$ cat src/rtl/entropy_byte_streamer_if.sv
// Packet-in / byte-out bundle for the entropy byte streamer.
// master drives packets and consumes bytes; slave is the streamer itself.
interface entropy_byte_streamer_if;
  logic [383:0] word_in;
  logic         word_valid_in;
  logic [1:0]   sel;
  logic [7:0]   byte_out;
  logic         byte_valid;
  logic         byte_ready;
  logic         byte_last;
  logic         busy;
  logic         overrun;
  logic         overrun_clr;

  modport master (
    output word_in, word_valid_in, sel, byte_ready, overrun_clr,
    input  byte_out, byte_valid, byte_last, busy, overrun
  );

  modport slave (
    input  word_in, word_valid_in, sel, byte_ready, overrun_clr,
    output byte_out, byte_valid, byte_last, busy, overrun
  );
endinterface

$ cat src/rtl/entropy_byte_streamer.sv
// Two-entry packet buffer that streams 20- or 48-byte packets MSB-first over valid/ready.
// Capture-to-first-byte latency 1 cycle; stalls hold the byte, full buffer drops and flags overrun.
module entropy_byte_streamer (
  input  logic                    clk,
  input  logic                    rst_n,
  entropy_byte_streamer_if.slave  bus
);
  localparam int WORD_W = 384;
  localparam int BYTE_W = 8;

  logic [WORD_W-1:0] mem_q [2];
  logic [1:0]        len48_q;
  logic              wr_ptr_q, wr_ptr_d;
  logic              rd_ptr_q, rd_ptr_d;
  logic [1:0]        count_q, count_d;
  logic [5:0]        byte_idx_q, byte_idx_d;
  logic              overrun_q, overrun_d;

  logic              valid, last, xfer, pop, free, push, drop;
  logic [5:0]        last_idx, lane;
  logic [BYTE_W-1:0] head_byte;

  // Output side is a pure decode of the head entry, independent of byte_ready.
  always_comb begin
    valid     = (count_q != 2'd0);
    last_idx  = len48_q[rd_ptr_q] ? 6'd47 : 6'd19;
    lane      = last_idx - byte_idx_q;
    head_byte = mem_q[rd_ptr_q][{lane, 3'b000} +: BYTE_W];
    last      = valid && (byte_idx_q == last_idx);
  end

  assign bus.byte_valid = valid;
  assign bus.byte_last  = last;
  assign bus.byte_out   = valid ? head_byte : '0;
  assign bus.busy       = valid;
  assign bus.overrun    = overrun_q;

  // A full buffer still accepts when the head frees its slot on the same edge.
  always_comb begin
    xfer = valid && bus.byte_ready;
    pop  = xfer && last;
    free = (count_q != 2'd2) || pop;
    push = bus.word_valid_in && free;
    drop = bus.word_valid_in && !free;

    wr_ptr_d = wr_ptr_q ^ push;
    rd_ptr_d = rd_ptr_q ^ pop;

    count_d = count_q;
    if (push && !pop)
      count_d = count_q + 2'd1;
    else if (pop && !push)
      count_d = count_q - 2'd1;

    byte_idx_d = byte_idx_q;
    if (pop)
      byte_idx_d = 6'd0;
    else if (xfer)
      byte_idx_d = byte_idx_q + 6'd1;

    overrun_d = overrun_q;
    if (drop)
      overrun_d = 1'b1;
    else if (bus.overrun_clr)
      overrun_d = 1'b0;
  end

  always_ff @(posedge clk or negedge rst_n) begin
    if (!rst_n) begin
      wr_ptr_q   <= 1'b0;
      rd_ptr_q   <= 1'b0;
      count_q    <= 2'd0;
      byte_idx_q <= 6'd0;
      overrun_q  <= 1'b0;
    end else begin
      wr_ptr_q   <= wr_ptr_d;
      rd_ptr_q   <= rd_ptr_d;
      count_q    <= count_d;
      byte_idx_q <= byte_idx_d;
      overrun_q  <= overrun_d;
    end
  end

  // Payload storage is only ever read behind a nonzero count, so it carries no reset.
  always_ff @(posedge clk) begin
    if (push) begin
      mem_q[wr_ptr_q]   <= bus.word_in;
      len48_q[wr_ptr_q] <= (bus.sel != 2'b01);
    end
  end
endmodule

$ cat src/flat_wrapper.sv
// flat-port wrapper written by rule: the top's interface ports become plain ports
module entropy_byte_streamer_flat 
  (clk, rst_n, bus_word_in, bus_word_valid_in, bus_sel, bus_byte_ready, bus_overrun_clr, bus_byte_out, bus_byte_valid, bus_byte_last, bus_busy, bus_overrun);
  entropy_byte_streamer_if bus_i ();
  input  logic clk;
  input  logic rst_n;
  input wire logic [$bits(bus_i.word_in)-1:0] bus_word_in;
  input wire logic [$bits(bus_i.word_valid_in)-1:0] bus_word_valid_in;
  input wire logic [$bits(bus_i.sel)-1:0] bus_sel;
  input wire logic [$bits(bus_i.byte_ready)-1:0] bus_byte_ready;
  input wire logic [$bits(bus_i.overrun_clr)-1:0] bus_overrun_clr;
  output wire logic [$bits(bus_i.byte_out)-1:0] bus_byte_out;
  output wire logic [$bits(bus_i.byte_valid)-1:0] bus_byte_valid;
  output wire logic [$bits(bus_i.byte_last)-1:0] bus_byte_last;
  output wire logic [$bits(bus_i.busy)-1:0] bus_busy;
  output wire logic [$bits(bus_i.overrun)-1:0] bus_overrun;
  assign bus_i.word_in = bus_word_in;
  assign bus_i.word_valid_in = bus_word_valid_in;
  assign bus_i.sel = bus_sel;
  assign bus_i.byte_ready = bus_byte_ready;
  assign bus_i.overrun_clr = bus_overrun_clr;
  assign bus_byte_out = bus_i.byte_out;
  assign bus_byte_valid = bus_i.byte_valid;
  assign bus_byte_last = bus_i.byte_last;
  assign bus_busy = bus_i.busy;
  assign bus_overrun = bus_i.overrun;
  entropy_byte_streamer u_core (.clk(clk), .rst_n(rst_n), .bus(bus_i));
endmodule
$ cat config.mk
export PLATFORM = sky130hd
export DESIGN_NAME = entropy_byte_streamer_flat
export DESIGN_NICKNAME = d
export VERILOG_FILES = /design/src/rtl/entropy_byte_streamer_if.sv /design/src/rtl/entropy_byte_streamer.sv /design/src/flat_wrapper.sv
export SDC_FILE = /design/constraint.sdc
export NUM_CORES = 1
export LEC_CHECK = 0
export CORE_ASPECT_RATIO = 0.9
export CORE_UTILIZATION = 45
export DETAILED_ROUTE_END_ITERATION = 8
export DONT_BUFFER_PORTS = 1
export GPL_TIMING_DRIVEN = 0
export PLACE_DENSITY = 0.69
export SLEW_MARGIN = 10
export SYNTH_ARGS = -nofsm -noshare
export SYNTH_HDL_FRONTEND = slang
export SYNTH_SLANG_ARGS = --single-unit
$ cat constraint.sdc
create_clock -name clk -period 13.3 [get_ports clk]
set_clock_uncertainty 0.1 [all_clocks]
set_input_delay 2.66 -clock clk [delete_from_list [all_inputs] [get_ports clk]]
set_output_delay 2.66 -clock clk [all_outputs]
set_load 0.03 [all_outputs]
# Word-level counts from Yosys, hierarchy flattened
# Memories as Yosys holds them, arrays and structs flattened.
# Cells that the tools add are included.
[totals]
reg_bits = 13
ramBits = 768
inputBits = 391
out_inout_bits = 12
elab_cells = 51
mem_count = 1
[mem_list]
columns = ["name", "words", "width", "read_ports", "rd_ports_with_merged_regs", "wr", "line_no", "source"]
rows = [
  ["u_core.mem_q", 2, 384, 1, 0, 1, "entropy_byte_streamer.sv:11", "logic [WORD_W-1:0] mem_q [2];"],
]
[classes]
add_sub_neg = 4
order_cmp = 3
eq_ne = 3
n_shift = 1
n_mux = 15
n_bitwise = 2
reduce_logical = 16
[op_table]
columns = ["op", "count"]
rows = [
  ["384-bit by 10-bit indexed part select with 8-bit output", 1],
  ["6-bit 2-to-1 mux", 3],
  ["1-bit logical AND", 8],
  ["8-bit 2-to-1 mux", 1],
  ["2-bit nonzero test", 4],
  ["1-bit 2-to-1 mux", 7],
  ["6-bit by 1-bit adder with 6-bit output (second input constant)", 1],
  ["6-bit == test", 1],
  ["6-bit subtractor", 1],
  ["1-bit by 2-bit < comparator with 1-bit output (second input constant)", 2],
  ["2-bit 2-to-1 mux", 2],
  ["1-bit logical NOT", 3],
  ["2-bit by 1-bit adder with 2-bit output (second input constant)", 1],
  ["2-bit bitwise mux", 1],
  ["2-bit by 1-bit != test with 1-bit output (second input constant)", 1],
  ["2-bit != test (second input constant)", 1],
  ["2-bit by 1-bit subtractor with 2-bit output (second input constant)", 1],
  ["1-bit bitwise XOR", 2],
  ["1-bit demux with 1-bit select", 1],
  ["1-bit greater-or-equal comparator (second input constant)", 1],
  ["1-bit logical OR", 1],
]

# Depth between registers and ports, before layout
# Gate-level depths: netlist of the first run.
[logic_depth]
word_depth = 12
depth_mapped = 13
depth_no_buf = 11

# Worst setup path before layout of the first run
# Ideal clock, no wire load.
[synth_timing]
path_type = "input -> register"
from = "in bus_byte_ready"
to = "reg u_core.len48_q[1] (enable)"
setup_ns = 0.800
t_arrival_ns = 11.871
required_ns = 12.400
setup_slack_ns = 0.529
path_stages = 4
n_path_buf = 1
path_cell_list = "and2_0 buf_2 o31a_1 ha_1"
[synth_via]
elab_chain_cells = 4
[synth_lines]
columns = ["item", "line_no", "source"]
rows = [
  ["start, declared", "flat_wrapper.sv:10", "input wire logic [$bits(bus_i.byte_ready)-1:0] bus_byte_ready;"],
  ["1-bit logical AND", "entropy_byte_streamer.sv:40", "xfer = valid && bus.byte_ready;"],
  ["1-bit logical AND", "entropy_byte_streamer.sv:41", "pop = xfer && last;"],
  ["1-bit logical OR", "entropy_byte_streamer.sv:42", "free = (count_q != 2'd2) || pop;"],
  ["1-bit logical AND", "entropy_byte_streamer.sv:43", "push = bus.word_valid_in && free;"],
  ["end signal, assigned by index", "entropy_byte_streamer.sv:88", "len48_q[wr_ptr_q] <= (bus.sel != 2'b01);"],
  ["end, declared", "entropy_byte_streamer.sv:12", "logic [1:0] len48_q;"],
]
# No other way between the ends.
# A chain may end at the register's enable or synchronous reset.

# Worst setup path in the final report of the first run
[layout_timing]
from = "reg u_core.rd_ptr_q"
to = "out bus_byte_out[2]"
[layout_via]
elab_chain_cells = 6
word_cells_on_any_way = 7
classes_between = "add/sub (1); shift (1); mux (4); memory (1)"
[layout_lines]
columns = ["item", "line_no", "source"]
rows = [
  ["start, declared", "entropy_byte_streamer.sv:14", "logic rd_ptr_q, rd_ptr_d;"],
  ["start signal, assigned", "entropy_byte_streamer.sv:77", "rd_ptr_q <= rd_ptr_d;"],
  ["1-bit 2-to-1 mux (implied by the code) (2 in a row)", "entropy_byte_streamer.sv:26", "last_idx = len48_q[rd_ptr_q] ? 6'd47 : 6'd19;"],
  ["6-bit 2-to-1 mux", "entropy_byte_streamer.sv:26", ""],
  ["6-bit subtractor", "entropy_byte_streamer.sv:27", "lane = last_idx - byte_idx_q;"],
  ["384-bit by 10-bit indexed part select with 8-bit output *", "entropy_byte_streamer.sv:28", "head_byte = mem_q[rd_ptr_q][{lane, 3'b000} +: BYTE_W];"],
  ["8-bit 2-to-1 mux *", "entropy_byte_streamer.sv:34", "assign bus.byte_out = valid ? head_byte : '0;"],
  ["end, declared", "flat_wrapper.sv:12", "output wire logic [$bits(bus_i.byte_out)-1:0] bus_byte_out;"],
]
# Every way passes the cells marked *; elsewhere a longest branch is shown, timed or not. The select of a mux whose other input is x is not followed.

==> impl_metrics.json, run 1 <==
{
  "status": "finished clean",
  "clock-root-buffer": "clkbuf_16",
  "cts_max_level": 3,
  "grt_pass1_vias": 15000,
  "start_util": 0.458,
  "cp_data_required_time_ns": 10.54,
  "yosys.area.top_type_share": 0.764,
  "netlist_area_sq_um": 30200,
  "finalInstanceArea_sq_um": 34400,
  "netlist_top_cells_area": "edfxtp_1 (76%), mux4_2 (11%), mux2i_1 (3.7%)",
  "io_buffers": 0,
  "dieArea_sq_um": 68300,
  "antenna_found_initial": 9,
  "rows": 89,
  "area_growth_pct": 13.6,
  "dr.pass1.iters": 5,
  "drv_slew": 0,
  "num_vias": 14100,
  "crit_arrival_ns": 5.31,
  "p_leak_nw": 10.8,
  "end_kind": "output port",
  "p_clk_frac": 0.261,
  "p_int_mw": 5.52,
  "coreArea_sq_um": 66000,
  "period_share": 0.607,
  "synthCells": 1421,
  "async_reset_ff_frac": 0.0141,
  "grt_pass1_wl_mm": 102,
  "fmax_ghz": 0.124,
  "p_comb_frac": 0.322,
  "final_common_cell": "edfxtp_1",
  "yosysWarnings": 0,
  "routedWlPerCell_um": 29.9,
  "io_pins": 403,
  "pwr_density_cell_nw_per_um2": 243,
  "yosys.area.top_type": "edfxtp_1",
  "syn-mean-instance-area_sq_um": 21.3,
  "final_antenna_net_count": 0,
  "synth_ff_type": "edfxtp_1",
  "nNetsFinal": 1916,
  "cts_buffer_depth": 3,
  "detailed_place_hpwl_mm": 52.7,
  "grt_start_max_net_pins": 59,
  "routed_wl_mm": 73.2,
  "synth_fp_nets": 1820,
  "critPathMaxFanout": 10,
  "numCtsBuffers": 79,
  "rsz0062_at_grt": "no",
  "cts-resized-gates": 0,
  "synth-edff-count": 770,
  "critPathKind": "reg -> out",
  "drc": 0,
  "post-cts-setup-buffers": 0,
  "avgViaCountPerCell": 5.73,
  "die_h_um": 248,
  "ys_types": 46,
  "ctsHoldBuffers": 0,
  "cts_tree": "yes",
  "p_sw_mw": 2.84,
  "n_fill_cell": 5051,
  "irDropWorstVdd_v": 0.000146,
  "final_layout_size_suffix_gt1_frac": 0.210,
  "dp_slack_ns": 5.74,
  "hold_class": "reg -> reg",
  "drtIter0Drc": 1293,
  "hold_viol_final": 0,
  "timing_worst_slew_pin_value_ns": 1.33,
  "swShare": 0.340,
  "min_period_ns": 8.07,
  "relSlewSlack": 0.108,
  "ys_seq_area_frac": 0.774,
  "worstSetupStartpointType": "flip-flop",
  "p_seq_frac": 0.417,
  "grt-ovfl-total": 0,
  "track_usage": 0.215,
  "die_w_um": 275,
  "gp_congestion": 0.823,
  "clock_latency_ns": 0.61,
  "final-setup-viol-count": 0,
  "fin_ws_ns": 5.23,
  "synth-seq-cells": 781,
  "cts_sinks": 781,
  "layout_common_cells": "edfxtp_1 (770), mux4_2 (148), mux2i_1 (112)",
  "placed_area_sq_um": 31700,
  "clk_transition_reported_paths_ns": 0.06,
  "max_cap_viol_count": 0
}
==> cell usage after synthesis (5+ instances only) <==
| library cell | count |
|---|---|
| a211oi_1 | 9 |
| a21oi_1 | 32 |
| a22oi_1 | 67 |
| a31oi_1 | 5 |
| buf_2 | 19 |
| buf_4 | 12 |
| buf_6 | 11 |
| clkbuf_1 | 33 |
| dfrtp_1 | 11 |
| edfxtp_1 | 770 |
| ha_1 | 7 |
| inv_1 | 10 |
| mux2i_1 | 112 |
| mux4_2 | 148 |
| nand2_1 | 34 |
| nand2b_1 | 8 |
| nand3_1 | 18 |
| nor2_1 | 20 |
| nor2b_1 | 18 |
| nor3_1 | 9 |
| o21ai_0 | 6 |
| o22ai_1 | 20 |
| xnor2_1 | 6 |
==> stage by stage <==
step,utilization,setup TNS (ns),instances,hold slack [ns],power [mW]
3_3_place_gp,0.474,-2985.58,2285,0.437,6.52
4_1_cts,0.520,0,2445,0.483,8.44
6_report,0.520,0,2451,0.478,8.36
5_1_grt,0.520,0,2445,0.497,8.72
3_5_place_dp,0.481,0,2300,0.474,6.25
2_1_floorplan,-,0,1421,0.415,5.44
==> final timing paths <==
| kind | startpoint | endpoint | slack (ns) | depth (start not counted) |
|---|---|---|---|---|
| worst max-delay path | u_core.rd_ptr_q$_DFF_PN0_ | bus_byte_out[2] | 5.23 | 10 |
| worst min-delay path | u_core.count_q[0]$_DFFE_PN0P_ | u_core.count_q[0]$_DFFE_PN0P_ | 0.48 | 1 |
| worst max register to register | u_core.rd_ptr_q$_DFF_PN0_ | u_core.mem_q[0][316]$_DFFE_PP_ | 8.39 | 14 |
| worst min register to register | u_core.count_q[0]$_DFFE_PN0P_ | u_core.count_q[0]$_DFFE_PN0P_ | 0.48 | 1 |
| max in group asynchronous | rst_n | u_core.byte_idx_q[2]$_DFFE_PN0P_ | 11.39 | 0 |
| min in group asynchronous | rst_n | u_core.rd_ptr_q$_DFF_PN0_ | 1.64 | 0 |
==> state kept, by name (all words and copies together), names as in the netlist <==
register            cells
u_core.count_q          2
u_core.mem_q          768
u_core.bus.overrun      1
u_core.rd_ptr_q         1
u_core.wr_ptr_q         1
u_core.len48_q          2
u_core.byte_idx_q       6
==> power groups by stage <==
stage / Sequential, mW / Clock [mW] / Combinational (mW)
floorplan: 3.76 / 0 / 1.68
global placement: 3.92 / 0 / 2.60
detailed placement: 3.54 / 0 / 2.72
CTS: 3.49 / 2.22 / 2.73
global route: 3.53 / 2.32 / 2.88
finish: 3.48 / 2.19 / 2.69
==> logic make-up (layout without fill, tap and decap cells) <==
family          Yosys count  in the layout  share of synthesized area
flops                   781            781                      0.774
mux                     261            261                      0.148
compound gates          154            154                     0.0351
simple gates            122            122                     0.0211
buf+inv                  85            245                     0.0156
xor+xnor                 10             10                    0.00314
fa+ha+maj                 8              8                    0.00356
other cells               0              6                          0
==> metal layers <==
layer / global-route usage / up-vias / wire length, um
li1: - / 6138 / -
met1: 0.254 / 7237 / 26900
met5: 0 / - / 39
met3: 0.0935 / 106 / 8090
met2: 0.356 / 565 / 36300
met4: 0.0666 / 6 / 1930
==> worst max-delay path: stages, from the launching register on <==
cell and delay, ns:
dfrtp_1 0.37, buf_6 0.16, mux2i_4 0.22, ha_1 0.28, buf_2 0.30, clkbuf_1 0.69, clkbuf_1 0.78, nor2_1 0.49
nand2_1 0.16, nand3_1 0.19, a41oi_1 1.01
==> area by class of cell <==
type                       instances  area (sq um)  area share
antenna                            6          15.0    0.000437
buffer                            75           433      0.0126
clock buffer                      92          2030      0.0590
clock inverter                    53           563      0.0164
inverter                          10          37.5     0.00109
multi-input combinational        555          6420       0.187
sequential                       781         23400       0.681
tap                              864          1080      0.0315
timing repair buffer              15           383      0.0111
Power figures use the tool's default switching activity.
==> run 2, diff against run 1 <==
==> constraint.sdc (replaced) <==
create_clock -name clk -period 7.8 [get_ports clk]
set_clock_uncertainty 0.1 [all_clocks]
set_input_delay 1.56 -clock clk [delete_from_list [all_inputs] [get_ports clk]]
set_output_delay 1.56 -clock clk [all_outputs]
set_load 0.03 [all_outputs]
==> impl_metrics.json, run 2 (synthesis results as in run 1) <==
{
  "status": "finished clean",
  "crit_arrival_ns": 5.56,
  "worstReg2RegEnd": "u_core.mem_q[0][266]$_DFFE_PP_",
  "ctsHoldBuffers": 0,
  "hold_viol_final": 0,
  "r2r_cells": 13,
  "hp-start": "u_core.count_q[0]$_DFFE_PN0P_",
  "rows": 89,
  "final_common_cell": "edfxtp_1",
  "hold_end": "u_core.count_q[0]$_DFFE_PN0P_",
  "dr.pass1.iters": 5,
  "num_vias": 14200,
  "antenna_found_initial": 5,
  "grt_start_max_net_pins": 61,
  "p_int_mw": 9.34,
  "cp_slowest_cell": "a31oi_1",
  "grt_pass1_vias": 15100,
  "routed_wl_mm": 74.0,
  "avgViaCountPerCell": 5.79,
  "largestRegisters": "u_core.mem_q (768), u_core.byte_idx_q (6)",
  "cp_data_required_time_ns": 6.14,
  "grt-ovfl-total": 0,
  "critPathTopFamily": "buffers and inverters",
  "cts_sinks": 781,
  "area_growth_pct": 13.4,
  "largest_reg_flops": 768,
  "relSlewSlack": 0.111,
  "top_register": "u_core.mem_q",
  "end_kind": "output port",
  "swShare": 0.342,
  "timing_worst_slew_pin_value_ns": 1.32,
  "p_comb_frac": 0.322,
  "path_cells": "buf_6 > mux2i_4 > ha_1 > buf_2 > clkbuf_1 > clkbuf_1 > nor2_1 > a21oi_1 > nand3_1 > a31oi_1",
  "drv_slew": 0,
  "max_cap_viol_count": 0,
  "r2r-start": "u_core.rd_ptr_q$_DFF_PN0_",
  "p_seq_frac": 0.419,
  "gp_congestion": 0.813,
  "io_buffers": 0,
  "cts-resized-gates": 0,
  "grt_pass1_wl_mm": 104,
  "cts_buffer_depth": 3,
  "pwr_density_cell_nw_per_um2": 414,
  "io_pins": 403,
  "clock_latency_ns": 0.62,
  "p_clk_frac": 0.260,
  "detailed_place_hpwl_mm": 52.9,
  "nNetsFinal": 1916,
  "cpMostUsedCell": "clkbuf_1",
  "track_usage": 0.217,
  "r2r_slack_ns": 2.97,
  "final_layout_size_suffix_gt1_frac": 0.209,
  "coreArea_sq_um": 66000,
  "dieArea_sq_um": 68300,
  "clock-root-buffer": "clkbuf_16",
  "fmax_ghz": 0.138,
  "p_leak_nw": 10.8,
  "routedWlPerCell_um": 30.2,
  "hold_class": "reg -> reg",
  "cts_max_level": 3,
  "worstSetupStartpointType": "flip-flop",
  "cts_tree": "yes",
  "final-setup-viol-count": 0,
  "cpPeakStageDelay_ns": 0.89,
  "irDropWorstVdd_v": 0.000246,
  "setup_tns_ns": 0,
  "min_period_ns": 7.22,
  "rsz0062_at_grt": "no",
  "drc": 0,
  "critical_path_buf_inv_count": 4,
  "die_w_um": 275,
  "post-cts-setup-buffers": 0,
  "start_util": 0.458,
  "critPathMaxFanout": 10,
  "cp-startpoint": "u_core.rd_ptr_q$_DFF_PN0_",
  "layout_common_cells": "edfxtp_1 (770), mux4_2 (148), mux2i_1 (112)",
  "post-route-util": 0.520,
  "period_share": 0.926,
  "p_sw_mw": 4.86,
  "critPathKind": "reg -> out",
  "clk_transition_reported_paths_ns": 0.06,
  "n_fill_cell": 5147,
  "final_antenna_net_count": 0,
  "numCtsBuffers": 80,
  "drtIter0Drc": 1266,
  "die_h_um": 248,
  "hold_depth": 1
}
==> run 2: changes by cell type in the layout (fill, tap and decap cells not counted) <==
cell / previous run / this run
buf_12: 4 / 0
clkinv_1: 21 / 17
buf_16: 11 / 14
bufinv_16: 8 / 5
clkbuf_1: 46 / 49
clkinvlp_4: 4 / 6
diode_2: 6 / 4
a31oi_1: 3 / 4
a31oi_2: 2 / 1
clkbuf_16: 79 / 80
clkinv_4: 3 / 2
inv_6: 1 / 2
inv_8: 0 / 1
==> run 2: worst register-to-register path, stage by stage (launching register included) <==
cell and delay, ns:
dfrtp_1 0.37, buf_6 0.16, mux2i_4 0.23, ha_1 0.29, buf_2 0.30, nand4_1 0.18
nor3_2 0.63, and2_0 0.21, buf_2 0.17, o31a_1 0.27, ha_4 0.58, buf_16 0.33
buf_16 0.33, buf_16 0.31
==> run 2: metal layers <==
layer / GRT usage / part of all wire / up-vias / routed length, um
met1: 0.253 / 0.36 / 7370 / 26500
li1: - / - / 6133 / -
met4: 0.0614 / 0.023 / 6 / 1700
met3: 0.0991 / 0.12 / 110 / 8710
met2: 0.361 / 0.50 / 552 / 37100
met5: 0 / 0.00050 / - / 37
==> run 2: worst max path at each step <==
stage	cells after the start	endpoint	slack [ns]
finish	10	bus_byte_out[6]	0.58
global route	10	bus_byte_out[6]	0.33
CTS	10	bus_byte_out[6]	0.39
detailed placement	10	bus_byte_out[6]	1.08
global placement	10	u_core.mem_q[0][277]$_DFFE_PP_	-3.18
floorplan	10	u_core.len48_q[1]$_DFFE_PP_	-0.16
==> run 2: layout make-up <==
class	instances	area, sq um	share of cell area
Sequential cell	781	23400	0.682
Timing Repair Buffer	14	385	0.0112
Buffer	75	433	0.0126
Clock inverter	49	484	0.0141
Inverter	10	37.5	0.00109
Clock buffer	96	2060	0.0601
Antenna cell	4	10.0	0.000292
Tap cell	864	1080	0.0315
Multi-Input combinational cell	555	6410	0.187
==> run 2: metrics by stage <==
step	hold WS [ns]	std cells	worst slack, ns	cell area (sq um)	power, mW
after floorplan	0.415	1421	-0.161	30300	9.04
after global placement	0.435	2285	-3.18	31300	10.8
after detailed placement	0.468	2299	1.08	31700	10.7
after CTS	0.477	2444	0.395	34300	14.4
after global routing	0.488	2444	0.326	34300	14.8
final	0.482	2448	0.577	34300	14.2
==> run 2: power groups by stage <==
stage	clock, mW	combinational (mW)	sequential, mW
floorplan	0	2.86	6.18
global placement	0	4.44	6.33
detailed placement	0	4.65	6.03
CTS	3.75	4.66	5.95
global route	3.90	4.88	6.01
finish	3.69	4.57	5.95
